--- src/rtl/atm_keypad_frontend_pkg.sv ---
// Shared definitions for the ATM keypad front end.
//   state_t       : front-end FSM state codes (also used on the debug port)
//   OP_*          : operation codes carried on the request bus
//   KEY_*         : keypad codes for the non-digit keys
//   is_digit()    : true for keypad codes 0-9
//   is_entry()    : true for the GET_* data-entry states
package atm_keypad_frontend_pkg;

  typedef enum logic [2:0] {
    ST_IDLE      = 3'd0,
    ST_GET_ACC   = 3'd1,
    ST_GET_PIN   = 3'd2,
    ST_GET_OP    = 3'd3,
    ST_GET_AMT   = 3'd4,
    ST_ISSUE     = 3'd5,
    ST_WAIT_RESP = 3'd6
  } state_t;

  localparam logic [2:0] OP_NONE     = 3'd0;
  localparam logic [2:0] OP_BALANCE  = 3'd1;
  localparam logic [2:0] OP_WITHDRAW = 3'd2;
  localparam logic [2:0] OP_DEPOSIT  = 3'd3;
  localparam logic [2:0] OP_EXIT     = 3'd4;

  localparam logic [3:0] KEY_ENTER  = 4'hA;
  localparam logic [3:0] KEY_CANCEL = 4'hB;
  localparam logic [3:0] KEY_CLEAR  = 4'hC;

  localparam logic [2:0] PIN_DIGITS = 3'd4;

  function automatic logic is_digit(input logic [3:0] k);
    return (k <= 4'd9);
  endfunction

  function automatic logic is_entry(input state_t s);
    return (s == ST_GET_ACC) || (s == ST_GET_PIN) ||
           (s == ST_GET_OP)  || (s == ST_GET_AMT);
  endfunction

endpackage

--- src/rtl/atm_keypad_frontend_if.sv ---
// Request/response bus between the keypad front end and the ATM core.
//   master : front end  -- drives req_valid, acc_num, pin, amount, operation
//   slave  : ATM core   -- drives req_ready, resp_valid, resp_state, resp_balance
// Handshake: a request is transferred on every rising clock edge where
// req_valid and req_ready are both high; while req_valid is high without
// req_ready, req_valid and all request fields hold steady. resp_valid is a
// one-cycle strobe with no back-pressure that qualifies resp_state and
// resp_balance.
interface atm_keypad_frontend_if;
  logic        req_valid;
  logic        req_ready;
  logic [3:0]  acc_num;
  logic [15:0] pin;
  logic [15:0] amount;
  logic [2:0]  operation;
  logic        resp_valid;
  logic [2:0]  resp_state;
  logic [15:0] resp_balance;

  modport master (
    output req_valid, acc_num, pin, amount, operation,
    input  req_ready, resp_valid, resp_state, resp_balance
  );

  modport slave (
    input  req_valid, acc_num, pin, amount, operation,
    output req_ready, resp_valid, resp_state, resp_balance
  );
endinterface

--- src/rtl/atm_keypad_frontend_bcd_accumulator.sv ---
// Combinational decimal accumulator with saturation.
//   amount_in  : current binary value
//   digit      : decimal digit 0-9 to append
//   amount_out : amount_in*10 + digit, clamped to 16'hFFFF
//   overflow   : high when the exact result does not fit in 16 bits
module bcd_accumulator (
  input  logic [15:0] amount_in,
  input  logic [3:0]  digit,
  output logic [15:0] amount_out,
  output logic        overflow
);

  // 65535*10 + 9 needs 20 bits, so the exact result never wraps here.
  logic [19:0] exact;

  always_comb begin
    exact      = ({4'd0, amount_in} * 20'd10) + {16'd0, digit};
    overflow   = (exact > 20'h0FFFF);
    amount_out = overflow ? 16'hFFFF : exact[15:0];
  end

endmodule

--- src/rtl/atm_keypad_frontend.sv ---
// ATM keypad front end: collects account number, PIN, operation and amount
// from a keypad, issues one request to the ATM core and shows the returned
// balance.
//   clk, rst        : clock, asynchronous active-high reset
//   card_in         : card present (level)
//   key_valid/code  : one-cycle key strobe and code (0-9, A=ENTER, B=CANCEL, C=CLEAR)
//   bus             : request/response bus (master side)
//   disp_balance    : last balance reported by the core
//   busy            : request outstanding (ISSUE / WAIT_RESP)
//   error           : sticky entry error, cleared when a new card session starts
//   timeout         : one-cycle pulse on an inactivity abort
//   state_dbg       : current FSM state
module atm_keypad_frontend
  import atm_keypad_frontend_pkg::*;
#(
  parameter int TIMEOUT_CYCLES = 1000
) (
  input  logic                          clk,
  input  logic                          rst,
  input  logic                          card_in,
  input  logic                          key_valid,
  input  logic [3:0]                    key_code,
  atm_keypad_frontend_if.master         bus,
  output logic [15:0]                   disp_balance,
  output logic                          busy,
  output logic                          error,
  output logic                          timeout,
  output state_t                        state_dbg
);

  localparam int CNT_W = $clog2(TIMEOUT_CYCLES + 1);
  localparam logic [CNT_W-1:0] CNT_LAST = CNT_W'(TIMEOUT_CYCLES - 1);

  state_t           state;
  logic [3:0]       acc_num_q;
  logic [15:0]      pin_q;
  logic [15:0]      amount_q;
  logic [2:0]       operation_q;
  logic             req_valid_q;
  logic [2:0]       digit_cnt;
  logic [CNT_W-1:0] idle_cnt;
  // Card pulled while a request is in flight: finish the transaction, then idle.
  logic             card_gone;

  logic        key_digit;
  logic        key_enter;
  logic        key_cancel;
  logic        key_clear;
  logic        expired;
  logic        abort;
  logic [15:0] acc_out;
  logic        acc_ovf;

  bcd_accumulator u_bcd_accumulator (
    .amount_in  (amount_q),
    .digit      (key_code),
    .amount_out (acc_out),
    .overflow   (acc_ovf)
  );

  assign key_digit  = key_valid && is_digit(key_code);
  assign key_enter  = key_valid && (key_code == KEY_ENTER);
  assign key_cancel = key_valid && (key_code == KEY_CANCEL);
  assign key_clear  = key_valid && (key_code == KEY_CLEAR);

  // A key in the same cycle restarts the inactivity window, so it beats expiry.
  assign expired = (idle_cnt == CNT_LAST) && !key_valid;
  // Card removal has priority over any key in the same cycle.
  assign abort   = !card_in || key_cancel || expired;

  assign bus.req_valid = req_valid_q;
  assign bus.acc_num   = acc_num_q;
  assign bus.pin       = pin_q;
  assign bus.amount    = amount_q;
  assign bus.operation = operation_q;
  assign state_dbg     = state;

  logic unused_resp_state;
  assign unused_resp_state = ^bus.resp_state;

  always_ff @(posedge clk or posedge rst) begin
    if (rst) begin
      state        <= ST_IDLE;
      acc_num_q    <= '0;
      pin_q        <= '0;
      amount_q     <= '0;
      operation_q  <= OP_NONE;
      req_valid_q  <= 1'b0;
      digit_cnt    <= '0;
      idle_cnt     <= '0;
      card_gone    <= 1'b0;
      disp_balance <= '0;
      busy         <= 1'b0;
      error        <= 1'b0;
      timeout      <= 1'b0;
    end else begin
      timeout <= 1'b0;
      case (state)
        ST_IDLE: begin
          idle_cnt  <= '0;
          digit_cnt <= '0;
          card_gone <= 1'b0;
          if (card_in) begin
            state       <= ST_GET_ACC;
            acc_num_q   <= '0;
            pin_q       <= '0;
            amount_q    <= '0;
            operation_q <= OP_NONE;
            error       <= 1'b0;
          end
        end

        ST_GET_ACC, ST_GET_PIN, ST_GET_OP, ST_GET_AMT: begin
          // Every GET_* transition is caused by a key, so clearing on key
          // also covers the clear-on-state-change rule.
          idle_cnt <= key_valid ? '0 : idle_cnt + 1'b1;
          if (abort) begin
            state       <= ST_IDLE;
            acc_num_q   <= '0;
            pin_q       <= '0;
            amount_q    <= '0;
            operation_q <= OP_NONE;
            digit_cnt   <= '0;
            idle_cnt    <= '0;
            timeout     <= card_in && expired;
          end else if (key_clear) begin
            digit_cnt <= '0;
            case (state)
              ST_GET_ACC: acc_num_q   <= '0;
              ST_GET_PIN: pin_q       <= '0;
              ST_GET_OP:  operation_q <= OP_NONE;
              default:    amount_q    <= '0;
            endcase
          end else begin
            case (state)
              ST_GET_ACC: begin
                if (key_digit) begin
                  acc_num_q <= key_code;
                  digit_cnt <= 3'd1;
                end else if (key_enter && (digit_cnt != 3'd0)) begin
                  state     <= ST_GET_PIN;
                  digit_cnt <= '0;
                end
              end

              ST_GET_PIN: begin
                if (key_digit && (digit_cnt < PIN_DIGITS)) begin
                  pin_q     <= {pin_q[11:0], key_code};
                  digit_cnt <= digit_cnt + 3'd1;
                end else if (key_enter) begin
                  digit_cnt <= '0;
                  if (digit_cnt == PIN_DIGITS) begin
                    state <= ST_GET_OP;
                  end else begin
                    error <= 1'b1;
                    pin_q <= '0;
                  end
                end
              end

              ST_GET_OP: begin
                if (key_digit) begin
                  case (key_code)
                    4'd1, 4'd4: begin
                      operation_q <= key_code[2:0];
                      state       <= ST_ISSUE;
                      req_valid_q <= 1'b1;
                      busy        <= 1'b1;
                    end
                    4'd2, 4'd3: begin
                      operation_q <= key_code[2:0];
                      state       <= ST_GET_AMT;
                      amount_q    <= '0;
                      digit_cnt   <= '0;
                    end
                    default: ;
                  endcase
                end
              end

              ST_GET_AMT: begin
                if (key_digit) begin
                  amount_q <= acc_out;
                  if (acc_ovf) error <= 1'b1;
                  if (digit_cnt != 3'd7) digit_cnt <= digit_cnt + 3'd1;
                end else if (key_enter) begin
                  state       <= ST_ISSUE;
                  req_valid_q <= 1'b1;
                  busy        <= 1'b1;
                  digit_cnt   <= '0;
                end
              end

              default: ;
            endcase
          end
        end

        ST_ISSUE: begin
          idle_cnt <= '0;
          if (!card_in) card_gone <= 1'b1;
          if (req_valid_q && bus.req_ready) begin
            req_valid_q <= 1'b0;
            state       <= ST_WAIT_RESP;
          end
        end

        ST_WAIT_RESP: begin
          idle_cnt <= '0;
          if (!card_in) card_gone <= 1'b1;
          if (bus.resp_valid) begin
            disp_balance <= bus.resp_balance;
            busy         <= 1'b0;
            card_gone    <= 1'b0;
            amount_q     <= '0;
            operation_q  <= OP_NONE;
            if ((operation_q == OP_EXIT) || card_gone || !card_in) begin
              state     <= ST_IDLE;
              acc_num_q <= '0;
              pin_q     <= '0;
            end else begin
              state <= ST_GET_OP;
            end
          end
        end

        default: state <= ST_IDLE;
      endcase
    end
  end

endmodule
--- src/flat_wrapper.sv ---
// flat-port wrapper written by rule: the top's interface ports become plain ports
module atm_keypad_frontend_flat import atm_keypad_frontend_pkg::*;
#(
  parameter int TIMEOUT_CYCLES = 1000
)
  (clk, rst, card_in, key_valid, key_code, disp_balance, busy, error, timeout, state_dbg, bus_req_valid, bus_acc_num, bus_pin, bus_amount, bus_operation, bus_req_ready, bus_resp_valid, bus_resp_state, bus_resp_balance);
  atm_keypad_frontend_if bus_i ();
  input  logic clk;
  input  logic rst;
  input  logic card_in;
  input  logic key_valid;
  input  logic [3:0] key_code;
  output logic [15:0] disp_balance;
  output logic busy;
  output logic error;
  output logic timeout;
  output state_t state_dbg;
  output wire logic [$bits(bus_i.req_valid)-1:0] bus_req_valid;
  output wire logic [$bits(bus_i.acc_num)-1:0] bus_acc_num;
  output wire logic [$bits(bus_i.pin)-1:0] bus_pin;
  output wire logic [$bits(bus_i.amount)-1:0] bus_amount;
  output wire logic [$bits(bus_i.operation)-1:0] bus_operation;
  input wire logic [$bits(bus_i.req_ready)-1:0] bus_req_ready;
  input wire logic [$bits(bus_i.resp_valid)-1:0] bus_resp_valid;
  input wire logic [$bits(bus_i.resp_state)-1:0] bus_resp_state;
  input wire logic [$bits(bus_i.resp_balance)-1:0] bus_resp_balance;
  assign bus_req_valid = bus_i.req_valid;
  assign bus_acc_num = bus_i.acc_num;
  assign bus_pin = bus_i.pin;
  assign bus_amount = bus_i.amount;
  assign bus_operation = bus_i.operation;
  assign bus_i.req_ready = bus_req_ready;
  assign bus_i.resp_valid = bus_resp_valid;
  assign bus_i.resp_state = bus_resp_state;
  assign bus_i.resp_balance = bus_resp_balance;
  atm_keypad_frontend #(.TIMEOUT_CYCLES(TIMEOUT_CYCLES)) u_core (.clk(clk), .rst(rst), .card_in(card_in), .key_valid(key_valid), .key_code(key_code), .bus(bus_i), .disp_balance(disp_balance), .busy(busy), .error(error), .timeout(timeout), .state_dbg(state_dbg));
endmodule
--- config.mk ---
export PLATFORM = sky130hd
export DESIGN_NAME = atm_keypad_frontend_flat
export DESIGN_NICKNAME = d
export VERILOG_FILES = /design/src/rtl/atm_keypad_frontend_pkg.sv /design/src/rtl/atm_keypad_frontend_if.sv /design/src/rtl/atm_keypad_frontend_bcd_accumulator.sv /design/src/rtl/atm_keypad_frontend.sv /design/src/flat_wrapper.sv
export SDC_FILE = /design/constraint.sdc
export NUM_CORES = 1
export LEC_CHECK = 0
export ABC_AREA = 1
export CAP_MARGIN = 40
export CORE_MARGIN = 1
export CORE_UTILIZATION = 46
export CTS_BUF_LIST = sky130_fd_sc_hd__clkbuf_2 sky130_fd_sc_hd__clkbuf_4 sky130_fd_sc_hd__clkbuf_8
export DETAILED_ROUTE_END_ITERATION = 8
export PLACE_DENSITY = 0.7
export SLEW_MARGIN = 0
export SYNTH_ARGS = -nofsm -noshare
export SYNTH_HDL_FRONTEND = slang
export SYNTH_SLANG_ARGS = --single-unit
--- constraint.sdc ---
create_clock -name clk -period 5.6 [get_ports clk]
set_input_delay 1.68 -clock clk [delete_from_list [all_inputs] [get_ports clk]]
set_output_delay 1.68 -clock clk [all_outputs]
set_load 0.005 [all_outputs]
======== Word-level counts from Yosys, hierarchy flattened ========
Cells that the tools add are included.
word-level totals
  output and inout port bits .............. 62
  register bits after elaboration ......... 76
  logic and storage cells ................. 216
operators by class
  multipliers ............................. 1
  reductions and logical operators ........ 39
  magnitude comparators ................... 3
  $add $sub $neg .......................... 3
  equality and inequality tests ........... 60
  multiplexer cells ....................... 97
operator list
  operator                                                                  count
  16-bit 2-to-1 mux                                                         18
  16-bit one-hot mux with 3 select lines                                    2
  3-bit 2-to-1 mux                                                          31
  3-bit one-hot mux with 4 select lines                                     3
  4-bit 2-to-1 mux                                                          8
  16-bit one-hot mux with 2 select lines                                    1
  4-bit by 2-bit inequality test with 1-bit output (second input constant)  6
  20-bit by 4-bit adder with 20-bit output                                  1
  20-bit by 16-bit > comparator with 1-bit output (second input constant)   1
  1-bit 2-to-1 mux                                                          20
  10-bit 2-to-1 mux                                                         2
  10-bit one-hot mux with 2 select lines                                    1
  16-bit by 3-bit multiplier with 19-bit output (second input constant)     1
  3-bit inequality test (second input constant)                             6
  6-bit AND reduction                                                       3
  9-bit AND reduction                                                       2
  3-bit == test (second input constant)                                     5
  3-bit by 1-bit inequality test with 1-bit output (second input constant)  5
  3-bit by 2-bit inequality test with 1-bit output (second input constant)  5
  5-bit by 2-bit inequality test with 1-bit output (second input constant)  3
  14-bit AND reduction                                                      1
  4-bit == test (second input constant)                                     3
  4-bit inequality test (second input constant)                             3
  3-bit one-hot mux with 2 select lines                                     2
  39 further kinds                                                          70

======== Logic depth before layout (Yosys ltp) ========
  word-level depth ........................ 9
  mapped depth ............................ 22

======== Modules after synthesis ========
A second synthesis with hierarchy kept.
unflattened totals
  cells, all modules ...................... 914
  area, all modules ....................... 6,312.3 um^2
by module, submodules not included
  module               area an instance (um^2)  instances  cells an instance
  atm_keypad_frontend  4,327.9                  1          567
  bcd_accumulator      1,984.4                  1          347

======== Worst setup path before layout ========
OpenSTA, ideal clock, no wires.
  path type ............................... input -> register
  from .................................... input port key_code[1]
  to ...................................... register u_core.amount_q[2] (netlist: u_core.bus.amount[2])
  slack ................................... 1,977 ps
  required time ........................... 5,480 ps
  stages .................................. 17
  data arrival time ....................... 3,502 ps
  setup time .............................. 120 ps
  cells stage by stage .................... ha_1 > fa_1 > nand2_1 > nand2_1 > nand3_1 > nor2_1 > nand2_2 > nor2_8 > nand3_4 > nor2_8 > nand2_1 > o21ai_2 > nor2_4 > nand2_4 > buf_6 > o21ai_1 > nand2_1
between the ends
  cells in the longest elaborated chain, start to end .. 8
  elaborated cells on any way between the ends .. 25
  classes of those cells .................. add/sub (1); order compare (2); eq/ne (9); mux (6); reduce/logical (7)
ends and longest elaborated chain
  item                                             RTL line                                   RTL
  start, declared                                  flat_wrapper.sv:12                         input logic [3:0] key_code;
  20-bit by 4-bit adder with 20-bit output         atm_keypad_frontend_bcd_accumulator.sv:17  exact = ({4'd0, amount_in} * 20'd10) + {16'd0, digit};
  20-bit by 16-bit > comparator with 1-bit output  atm_keypad_frontend_bcd_accumulator.sv:18  overflow = (exact > 20'h0FFFF);
  16-bit 2-to-1 mux                                atm_keypad_frontend_bcd_accumulator.sv:19  amount_out = overflow ? 16'hFFFF : exact[15:0];
  16-bit 2-to-1 mux                                atm_keypad_frontend.sv:182                 if (key_digit) begin
  16-bit one-hot mux with 2 select lines           atm_keypad_frontend.sv:135                 case (state)
  16-bit 2-to-1 mux                                atm_keypad_frontend.sv:126                 end else if (key_clear) begin
  16-bit 2-to-1 mux                                atm_keypad_frontend.sv:117                 if (abort) begin
  16-bit one-hot mux with 3 select lines           atm_keypad_frontend.sv:98                  case (state)
  end signal, assigned                             atm_keypad_frontend.sv:183                 amount_q <= acc_out;
  end, declared                                    atm_keypad_frontend.sv:37                  logic [15:0] amount_q;
Parallel ways exist; a longest one is shown, timed or not. The select of a mux whose other input is x is not followed.
A chain may end at the register's enable or synchronous reset.

==> results.toml <==
[clock_tree]
cts_resized = 0
post_cts_buffers = 0
cts_buffers = 9
cts.reportedPaths.clkPinSlew_ns = 0.09
htreeDepth = 3
root_buffer = "clkbuf_8"
tritoncts = "built"
cts_buffer_depth = 2
cts.sinks = 76
holdBufCountCts = 0
clk-insertion-delay-late_ns = 0.37

[floorplan]
start_util_pct = 47.87
die_y_um = 111.9
dieArea_um2 = 12530
core-area_um2 = 11610
num_rows = 39
boundaryPins = 91
die_x_um = 111.9

[finish]
layout_commonest_cell = "nand2_1"
final_layout_size_suffix_gt1_share_pct = 8.241
layout.nets = 959
synthToLayoutAreaGrowth_pct = 22.08
final_cell_mix = "nand2_1 (265), inv_1 (104), clkdlybuf4s50_1 (87)"
num_antenna_cells = 0

[power]
switching_share_pct = 39.82
ir_drop_uv = 271.9
power_frac_clock_pct = 18.6
internal_power_uw = 1439
p_per_area_nw_per_um2 = 352.2
p_seq_share_pct = 34.7
leakage_uw = 0.003615
power_switching_uw = 951.9
combPwrFrac_pct = 46.7

[routing]
drt-initial-drc-count = 327
viasPerCell = 5.210
detail_route.wl_per_cell_um = 13.90
vias = 5424
routed_wl_um = 14470
dr.pass1.iters = 7
drc = 5
ant_nets = 0

[yosys]
synth_adder_area_share_pct = 8.598
async_reset_ff_share_pct = 100.0
ys_warn_count = 0
synth_xor_area_share_pct = 1.711
yosysTopAreaCell = "dfrtp_1"
synth_mux_area_share_pct = 0.2026
seq_area_frac_synth_pct = 34.21
post-synth-top-area-fraction_pct = 34.21
yosysUniqueCellTypes = 46
synth_compound_area_share_pct = 10.33
synth_nets = 868
synth_flop_cell = "dfrtp_1"
syn_avg_cell_area_um2 = 6.932
syn_inst = 802
synth.area.top_cells = "dfrtp_1 (34%), nand2_1 (18%), ha_1 (7.9%)"
synthSimpleGateAreaFrac_pct = 36.12
synth_area_um2 = 5559
synth_top_family_by_area = "simple AND/OR/NAND/NOR gates"
ys_ff_latch = 76
synth_edf_count = 0

[timing]
relSlewSlack_pct = 44.02
slew_violations = 0
rsz0062_at_grt = "no"
finalHoldViolCount = 0
finalSetupViolations = 0
clock_skew_ns = 0.01451
setup_slack_ns = 0.9539
period_share_pct = 82.97
period_needed_ns = 4.646
tightest_slew_ns = 0.8372
fin_tns_setup_ns = 0
fmaxAchievable_ghz = 0.2152

[setup_path]
cp-start-kind = "input port"
worstRegToRegCells = 20
critical_path_class = "in -> reg"
r2r_end = "u_core.bus.amount[7]"
required_ns = 5.86
r2r_slack_ns = 2.10
worstSetupEndpointType = "flop"
arrival_ns = 4.91
crit_fanout = 17
r2r-start = "u_core.bus.amount[1]"

[status]
violations = "design-rule violations"
status = "finished with violations"

[global_routing]
overflow = 0
grt_antenna_before_repair = 0
grt_max_degree = 41
grt_pass1_wl_um = 24700
grt_pass1_vias = 5153
grt_util_all_layers_pct = 24.43

[min_path]
min_from = "u_core.disp_balance[5]"
holdCritPathClass = "reg -> reg"
worstHoldEndpoint = "u_core.disp_balance[5]"
min_path_cells = 2

[flow_run]
maxCapViolations = 0

[place]
pre_cts_ws_ns = 0.6258
dp_hpwl_um = 11480
routabilityCongestion = 0.9234
port_buffers = 87
[power groups by stage]
stage / clock, uW / combinational [uW] / sequential (uW)
2_1_floorplan: 0 / 597 / 838
3_3_place_gp: 0 / 1100 / 831
3_5_place_dp: 0 / 1110 / 841
4_1_cts: 454 / 1120 / 832
5_1_grt: 480 / 1240 / 854
6_report: 444 / 1120 / 830
[synthesized netlist by cell type, drive strengths merged, types with 8 or more instances]
cell type / count
nand3: 55
nand2: 284
dfrtp: 76
xor2: 9
nand4: 17
nor3: 8
buf: 9
nor2: 83
ha: 35
inv: 114
o21ai: 40
a21oi: 41
[worst max-delay path: stages]
cell,delay [ns]
clkdlybuf4s50_1,0.73
inv_1,0.14
nand2_1,0.09
nor3_1,0.06
nand2_1,0.06
nand3_1,0.22
nor2_1,0.32
nor2_1,0.14
inv_1,0.10
nand3_1,0.13
nor2_2,0.56
inv_1,0.44
nand2_1,0.16
nand2_1,0.06
[final cells by class]
class	count	area, um^2
Fill cell	1117	4827
Multi-Input combinational cell	601	3169
Timing Repair Buffer	90	893.4
Sequential cell	76	1902
Clock inverter	6	70.07
Tap cell	143	178.9
Clock buffer	10	137.6
Inverter	115	435.4
[routing by layer]
metal  wire length, um  share of wire [%]  global-route usage (%)
met1              6740                 47                   33.68
met2              6800                 47                   40.04
met3               741                5.1                   4.137
met4               192                1.3                   5.867
met5                 0                  0                       0
[logic make-up (layout without fill, tap and decap cells)]
kind of cell | Yosys count | in the layout
AOI/OAI and AO/OA | 101 | 101
DFF | 76 | 76
buffers and inverters | 125 | 221
and+or+nand+nor | 452 | 452
xor gates and xnor gates | 10 | 10
adders and majority gates | 37 | 37
muxes | 1 | 1
[flip-flops by register name, indices dropped and copies added (netlist names)]
name	count
u_core.bus.amount	16
u_core.idle_cnt	10
u_core.digit_cnt	3
u_core.bus.req_valid	1
u_core.bus.pin	16
u_core.timeout	1
u_core.disp_balance	16
u_core.error	1
u_core.card_gone	1
u_core.bus.acc_num	4
u_core.busy	1
u_core.state_dbg	3
u_core.bus.operation	3
[per-stage QoR]
stage | utilization (%) | area, um^2 | hold WS [ns] | total power [uW] | instances
global placement | 56.65 | 6579 | 0.4532 | 1931 | 1025
finish | 58.44 | 6787 | 0.4785 | 2390 | 1041
detailed placement | 56.65 | 6579 | 0.4590 | 1950 | 1025
floorplan | - | 5559 | 0.4426 | 1435 | 802
CTS | 58.44 | 6787 | 0.4814 | 2402 | 1041
global route | 58.44 | 6787 | 0.5134 | 2569 | 1041
[worst max-delay path by stage]
| stage | slack, ns | from | cells after the start | to |
|---|---|---|---|---|
| 2_1_floorplan | 1.98 | rst | 1 | u_core.bus.acc_num[0] |
| 3_5_place_dp | 0.63 | key_code[2] | 14 | u_core.disp_balance[10] |
| 5_1_grt | 0.66 | key_code[2] | 14 | u_core.disp_balance[1] |
| 6_report | 0.95 | key_code[2] | 14 | u_core.disp_balance[10] |
| 4_1_cts | 1.02 | key_code[2] | 14 | u_core.disp_balance[10] |
| 3_3_place_gp | 0.72 | key_code[2] | 14 | u_core.disp_balance[14] |
Note: power is estimated with default switching activity, not from simulation.
